File: config.mk
export PLATFORM = sky130hd
export DESIGN_NAME = bpred_btb
export DESIGN_NICKNAME = d
export VERILOG_FILES = /design/src/rtl/bpred_btb.sv
export SDC_FILE = /design/constraint.sdc
export NUM_CORES = 2
export LEC_CHECK = 0
export ABC_AREA = 0
export ABC_CLOCK_PERIOD_IN_PS = 69500
export CAP_MARGIN = 5
export CELL_PAD_IN_SITES_DETAIL_PLACEMENT = 1
export CELL_PAD_IN_SITES_GLOBAL_PLACEMENT = 2
export CORE_UTILIZATION = 49
export DETAILED_ROUTE_END_ITERATION = 8
export HOLD_SLACK_MARGIN = 0.06
export MAX_ROUTING_LAYER = met4
export PLACE_DENSITY_LB_ADDON = 0.1
export SYNTH_ARGS = -nofsm -noshare
export SYNTH_HDL_FRONTEND = slang
export SYNTH_SLANG_ARGS = --single-unit
File: constraint.sdc
create_clock -name i_clk -period 69.5 [get_ports i_clk]
set_input_delay 13.9 -clock i_clk [delete_from_list [all_inputs] [get_ports i_clk]]
set_output_delay 13.9 -clock i_clk [all_outputs]
set_load 0.02 [all_outputs]
File: src/rtl/bpred_btb.sv
// bpred_btb: direct-mapped branch target buffer with saturating direction counters,
// zero-latency IF lookup, one-cycle resolution training, flush and saturating perf counters.
module bpred_btb #(
  parameter int ENTRIES = 16,
  parameter int CNT_W   = 2,
  parameter int PERF_W  = 32
) (
  input  logic              i_clk,
  input  logic              i_rst,
  input  logic [31:0]       i_pred_pc,
  output logic              o_pred_hit,
  output logic              o_pred_taken,
  output logic [31:0]       o_pred_npc,
  input  logic              i_pred_en,
  input  logic              i_upd_en,
  input  logic [31:0]       i_upd_pc,
  input  logic              i_upd_taken,
  input  logic [31:0]       i_upd_target,
  input  logic              i_upd_mispred,
  input  logic              i_flush,
  output logic [PERF_W-1:0] o_perf_lookups,
  output logic [PERF_W-1:0] o_perf_mispred
);
  localparam int IDX_W = $clog2(ENTRIES);
  localparam int TAG_W = 30 - IDX_W;
  localparam logic [CNT_W-1:0] CNT_WT  = CNT_W'(1 << (CNT_W - 1));
  localparam logic [CNT_W-1:0] CNT_WNT = CNT_WT - 1'b1;
  localparam logic [CNT_W-1:0] CNT_MAX = '1;

  logic             r_valid  [ENTRIES];
  logic [TAG_W-1:0] r_tag    [ENTRIES];
  logic [31:0]      r_target [ENTRIES];
  logic [CNT_W-1:0] r_cnt    [ENTRIES];
  logic [PERF_W-1:0] r_lookups, r_mispred;

  logic [IDX_W-1:0] w_pidx, w_uidx;
  logic [TAG_W-1:0] w_ptag, w_utag;
  logic             w_uhit;
  logic             w_unused;

  assign w_pidx   = i_pred_pc[IDX_W+1:2];
  assign w_ptag   = i_pred_pc[31:IDX_W+2];
  assign w_uidx   = i_upd_pc[IDX_W+1:2];
  assign w_utag   = i_upd_pc[31:IDX_W+2];
  assign w_uhit   = r_valid[w_uidx] && (r_tag[w_uidx] == w_utag);
  assign w_unused = ^{i_pred_pc[1:0], i_upd_pc[1:0]};

  // Lookup reads only stored state, so a same-cycle update shows up next cycle
  assign o_pred_hit     = r_valid[w_pidx] && (r_tag[w_pidx] == w_ptag);
  assign o_pred_taken   = o_pred_hit && r_cnt[w_pidx][CNT_W-1];
  assign o_pred_npc     = o_pred_taken ? r_target[w_pidx] : i_pred_pc + 32'd4;
  assign o_perf_lookups = r_lookups;
  assign o_perf_mispred = r_mispred;

  always_ff @(posedge i_clk or posedge i_rst) begin
    if (i_rst) begin
      for (int e = 0; e < ENTRIES; e++) begin
        r_valid[e]  <= 1'b0;
        r_tag[e]    <= '0;
        r_target[e] <= '0;
        r_cnt[e]    <= CNT_WNT;
      end
    end else if (i_flush) begin
      for (int e = 0; e < ENTRIES; e++) r_valid[e] <= 1'b0;
    end else if (i_upd_en) begin
      if (w_uhit) begin
        r_cnt[w_uidx] <= i_upd_taken ? ((r_cnt[w_uidx] == CNT_MAX) ? CNT_MAX : r_cnt[w_uidx] + 1'b1)
                                     : ((r_cnt[w_uidx] == '0) ? '0 : r_cnt[w_uidx] - 1'b1);
        if (i_upd_taken) r_target[w_uidx] <= i_upd_target;
      end else if (i_upd_taken) begin
        r_valid[w_uidx]  <= 1'b1;
        r_tag[w_uidx]    <= w_utag;
        r_target[w_uidx] <= i_upd_target;
        r_cnt[w_uidx]    <= CNT_WT;
      end
    end
  end

  always_ff @(posedge i_clk or posedge i_rst) begin
    if (i_rst) begin
      r_lookups <= '0;
      r_mispred <= '0;
    end else begin
      if (i_pred_en && !(&r_lookups)) r_lookups <= r_lookups + 1'b1;
      if (i_upd_en && i_upd_mispred && !(&r_mispred)) r_mispred <= r_mispred + 1'b1;
    end
  end
endmodule

Word-level counts from Yosys, hierarchy flattened. Cells that the tools add are included.

Register bits after elaboration: 1040. Input bits: 103. Output and inout port bits: 98. Logic and storage cells: 147.

Add/sub/neg operators: 5. $lt $le $gt $ge: 3. Equality and inequality tests: 4. Mux-type cells: 42. Bitwise gates (word level): 8. Reduce and logical (&&, ||, !) cells: 19.

Operator list (number): bitwise mux 512 bit (1); bitwise mux 416 bit (1); binary-select mux 26 bit (select 4 bit) (2); 2-to-1 mux 32 bit (6); 2-to-1 mux 26 bit (5); binary-select mux 32 bit (select 4 bit) (1); demux 32 bit (select 4 bit) (1); demux 26 bit (select 4 bit) (1); adder 32 x 1 -> 32 bit, second input constant (2); 2-to-1 mux 16 bit (4); AND reduction 32 bit (2); equality test 26 bit (2); adder 32 x 3 -> 32 bit, second input constant (1); bitwise mux 32 bit (1); OR 16 bit (2); AND 16 bit (1); binary-select mux 2 bit (select 4 bit) (2); 2-to-1 mux 2 bit (8); NOT 16 bit (1); greater-or-equal comparator 5 bit, second input constant (2); NOT 4 -> 5 bit (2); AND reduction 3 bit (3); binary-select mux 1 bit (select 4 bit) (2); demux 2 bit (select 4 bit) (1); other kinds (13) (27).

Longest topological paths before layout.
Depth in word-level cells: 10. Gate-level depth with buffers: 15. Mapped depth without buffers: 10.

Least setup slack after synthesis. No wires, ideal clock.

Path kind: input -> output. From: input i_pred_pc[2]. To: output o_pred_npc[11]. Arrival time: 17.128 ns. Setup slack: 38.472 ns. Stages: 14. Buffers on the path: 6. Path through: buf_2 > buf_2 > buf_2 > buf_2 > mux4_2 > mux2i_1 > a21oi_1 > xor2_1 > nor4_1 > and4_1 > and2_1 > clkbuf_1 > clkbuf_1 > o21ai_0.

Word-level cells in the longest chain between the ends: 8.

RTL lines: start, declared (RTL line 10) `input logic [31:0] i_pred_pc,`; NOT 4 -> 5 bit (not written as such) (*) (RTL line 49, 50); binary-select mux 26 bit (select 4 bit) (RTL line 49) `assign o_pred_hit = r_valid[w_pidx] && (r_tag[w_pidx] == w_ptag);`; 2-to-1 mux 26 bit (not written as such) (2 in a row) (RTL line 49); equality test 26 bit (RTL line 49); logical AND 1 bit (RTL line 49); logical AND 1 bit (*) (RTL line 50) `assign o_pred_taken = o_pred_hit && r_cnt[w_pidx][CNT_W-1];`; via o_pred_taken (RTL line 12) `output logic o_pred_taken,`; 2-to-1 mux 32 bit (*) (RTL line 51) `assign o_pred_npc = o_pred_taken ? r_target[w_pidx] : i_pred_pc + 32'd4;`; end, declared (RTL line 13) `output logic [31:0] o_pred_npc,`.

The timed path passes the listed nets; every way through them passes the cells marked *. The select of a mux whose other input is x is not followed.

Worst setup path in the final report.
From: input i_pred_pc[2]. To: output o_pred_npc[26].

Word-level cells in the longest chain between the ends: 8.

RTL lines (RTL line): NOT 4 -> 5 bit (not written as such) (49, 50, 51); binary-select mux 26 bit (select 4 bit) (49); 2-to-1 mux 26 bit (not written as such) (2 in a row) (49); equality test 26 bit (49); logical AND 1 bit (49); logical AND 1 bit (50); 2-to-1 mux 32 bit (*) (51).

Every way passes the cells marked *; elsewhere a longest branch is shown, timed or not. The select of a mux whose other input is x is not followed.

==> summary.md <==
| Metric | Value |
|---|---|
| Largest stage delay on the critical path | approximately 0.97 ns |
| Post-route design area | ~0.060 mm² |
| Vias in the first global route | around 37000 |
| Fraction of layout cells with a size suffix above 1 | 0.4219 |
| Wire length of the first global-routing pass | between 200000 and 300000 µm |
| Post-synth top area cell | dfrtp_1 |
| CORE AREA | 0.1077 mm² |
| Drt initial violations | approximately 2200 |
| Clock Sinks | about 1000 |
| Critical path class | in2out |
| Gr ovfl total | 0 |
| Initial Utilization | 0.4966 |
| Mapped Cells | roughly 3600 |
| P_leak | approximately 27 nW |
| RD Place Congestion | between 0.8 and 0.9 |
| Nets@finish | between 3000 and 4000 |
| Row count | 120 |
| Crit path max-delay family | buffers and inverters |
| Required time worst endpoint | 55.60 ns |
| Vias per cell | between 6 and 7 |
| Slew margin rel. | 0.2637 |
| Mapped Nets | approximately 3700 |
| Layout fillers | 9915 |
| Count of cells resized by post-cts repair | 0 |
| Synth top area share | 0.4793 |
| CTS tree | built |
| Clock Skew | between 0.02 and 0.03 ns |
| Slew at the pin closest to its max-slew limit | roughly 1.1 ns |
| Non-Filler Instances | roughly 5000 |
| Cell area after synthesis | 0.05347 mm² |
| Final worst-path cycle share | 0.4921 |
| Power Density | roughly 27 mW/mm² |
| Slowest CP cell | and2_2 |
| Die width | about 330 µm |
| Pre-antenna DRT Iters | 5 |
| Pins Over Slew Limit | 0 |
| WP data arrival | roughly 20 ns |
| YS warnings | 0 |
| Num CTS Buffers | ~120 |
| RSZ-0062 raised after global routing | no |
| Post-synth cell types | 75 |
| Post-synthesis area per instance | around 15 µm² |
| Worst skew pair latency | ~0.74 ns |
| Status | complete, no violations |
| Hold/Removal Path Class | reg2reg |
| CP max FO | 65 |
| CTS hold repair buffers | 0 |
| Htree depth | 3 |
| Setup TNS | 0 ns |
| Most frequent cells after synthesis | dfrtp_1 (1024), mux2_2 (713), mux4_2 (355) |
| Worst setup EP type | output port |
| Reg clk slew, reported paths | ~0.06 ns |
| FMAX | between 20 and 30 MHz |
| Cell Area, Placed | 0.05643 mm² |
| Sequential-to-total area share from yosys stat | 0.4871 |
| Worst vdd ir | around 0.000025 V |
| Routed Antenna Nets | 0 |
| Estimated wirelength of the detail-placed design | between 90000 and 100000 µm |
| DR vias | about 33000 |
| Max clock buf depth | 3 |
| Crit path launch type | input port |
| Setup bufs post-CTS | 0 |
| Cell chosen for the clock root | clkbuf_16 |
| Drc violations | 0 |
| Drt wl/cell | between 30 and 40 µm |
| Final setup vio count | 0 |
| Synth Flop Type | dfrtp_1 |
| Ports | 201 |
| Pin count of the biggest net entering global routing | roughly 190 |
| Die Y | roughly 330 µm |
| Die area | approximately 0.11 mm² |
| Worst path buffer plus inverter count | 4 |
| Max-cap viol count | 0 |
| Final hold violations | 0 |
| Seq cells post-synth | about 1000 |
| Area growth syn-to-layout | 13.01% |
| Tmin final | between 30 and 40 ns |
| Tot GR Track Use | 0.3126 |
| # placed instances | ~5000 |
| Top cells by area, synth | dfrtp_1 (48%), mux2_2 (15%), mux4_2 (15%) |
| Routed wire length | between 150000 and 200000 µm |
| Number of port buffers | 198 |
| Crit-path cells | buf_8, buf_4, buf_4, mux4_2, mux2i_1, nor2_1, o21ai_0, nand2_1, nor3_1, and4_1, and2_2, o21ai_0, clkdlybuf4s50_1 |
| Asr flop ratio synth | 1.000 |
| Most common cell in the netlist | dfrtp_1 |
| Initial antenna violation count | 12 |
| Post-synth EDFFs | 0 |
-- kinds of logic after synthesis --
family / share of synthesized area
AO/OA/AOI/OAI: 0.02527
XOR/XNOR: 0.02392
buffers and inverters: 0.03059
flip-flops: 0.4871
multiplexers: 0.3963
AND/OR/NAND/NOR: 0.03590
adder cells (fa/ha/maj): 0.0008894
-- registers in the layout, indices dropped and copies added (netlist names) --
register        cells
o_perf_lookups     32
r_valid            16
r_tag             416
o_perf_mispred     32
r_target          512
r_cnt              32
-- final cells by class --
| class | count | area (µm²) | area share |
|---|---|---|---|
| Timing Repair Buffer | 270 | 2569 | 0.04251 |
| Antenna cell | 11 | 27.53 | 0.0004556 |
| Inverter | 34 | 135.1 | 0.002236 |
| Multi-Input combinational cell | 2172 | 25920 | 0.4290 |
| Sequential cell | 1040 | 26050 | 0.4310 |
| Clock buffer | 179 | 3411 | 0.05645 |
| Tap cell | 1403 | 1755 | 0.02905 |
| Clock inverter | 33 | 559.3 | 0.009256 |
-- metrics by stage --
stage                     setup WS, ns  hold slack [ns]    util  total power (W)
after global routing             34.84           0.4926  0.5613         0.001710
after CTS                        35.24           0.4766  0.5610         0.001661
after detailed placement         35.23           0.4675  0.5241         0.001015
after floorplan                  26.36           0.4471       -        0.0009267
final                            35.30           0.4716  0.5613         0.001648
after global placement           35.22           0.4626  0.5241        0.0009947
-- placed cells by master (no fill, tap or decap), drive strengths merged, types with 38 or more instances in the layout --
cell type	netlist	final
dfrtp	1024	1024
mux2	974	974
mux4	355	355
clkdlybuf4s50	0	191
clkbuf	178	179
mux2i	151	151
xnor2	110	110
buf	126	79
nor2	76	76
nand3	73	73
nand2	59	59
o21ai	38	38
-- final timing paths --
path                       depth (start not counted)  slack, ns                   start                            end
hold reg to reg                                    2       0.47    r_cnt[8]$_DFFE_PP1P_           r_cnt[8]$_DFFE_PP1P_
max in group asynchronous                          5      52.43                   i_rst      r_target[147]$_DFFE_PP0P_
min in group asynchronous                          2      13.71                   i_rst  o_perf_mispred[8]$_DFFE_PP0P_
setup / recovery                                  13      35.30            i_pred_pc[2]                 o_pred_npc[26]
hold / removal                                     2       0.47    r_cnt[8]$_DFFE_PP1P_           r_cnt[8]$_DFFE_PP1P_
setup reg to reg                                  11      64.59  r_tag[144]$_DFFE_PP0P_         r_tag[323]$_DFFE_PP0P_
-- where the power goes --
part / internal, W / switching, W / leakage (nW)
combinational: 0.000149 / 0.000118 / 11.1
sequential: 0.000684 / 0.0000560 / 13.8
clock: 0.000378 / 0.000263 / 1.94
total: 0.00121 / 0.000438 / 26.9
-- routing by layer --
metal / vias up / share of wire / global-route usage
met5: - / 0 / -
met2: 797 / 0.50 / 0.4995
met1: 18160 / 0.43 / 0.4130
met3: 310 / 0.043 / 0.04583
li1: 13550 / - / -
met4: 0 / 0.033 / 0.1002
-- worst min-delay path, delay by kind of cell (launching register included) --
kind / cells / cell delay, ns
flops: 1 / 0.37
compound gates: 1 / 0.05
buf+inv: 1 / 0.04
Note: power is estimated with default switching activity, not from simulation.
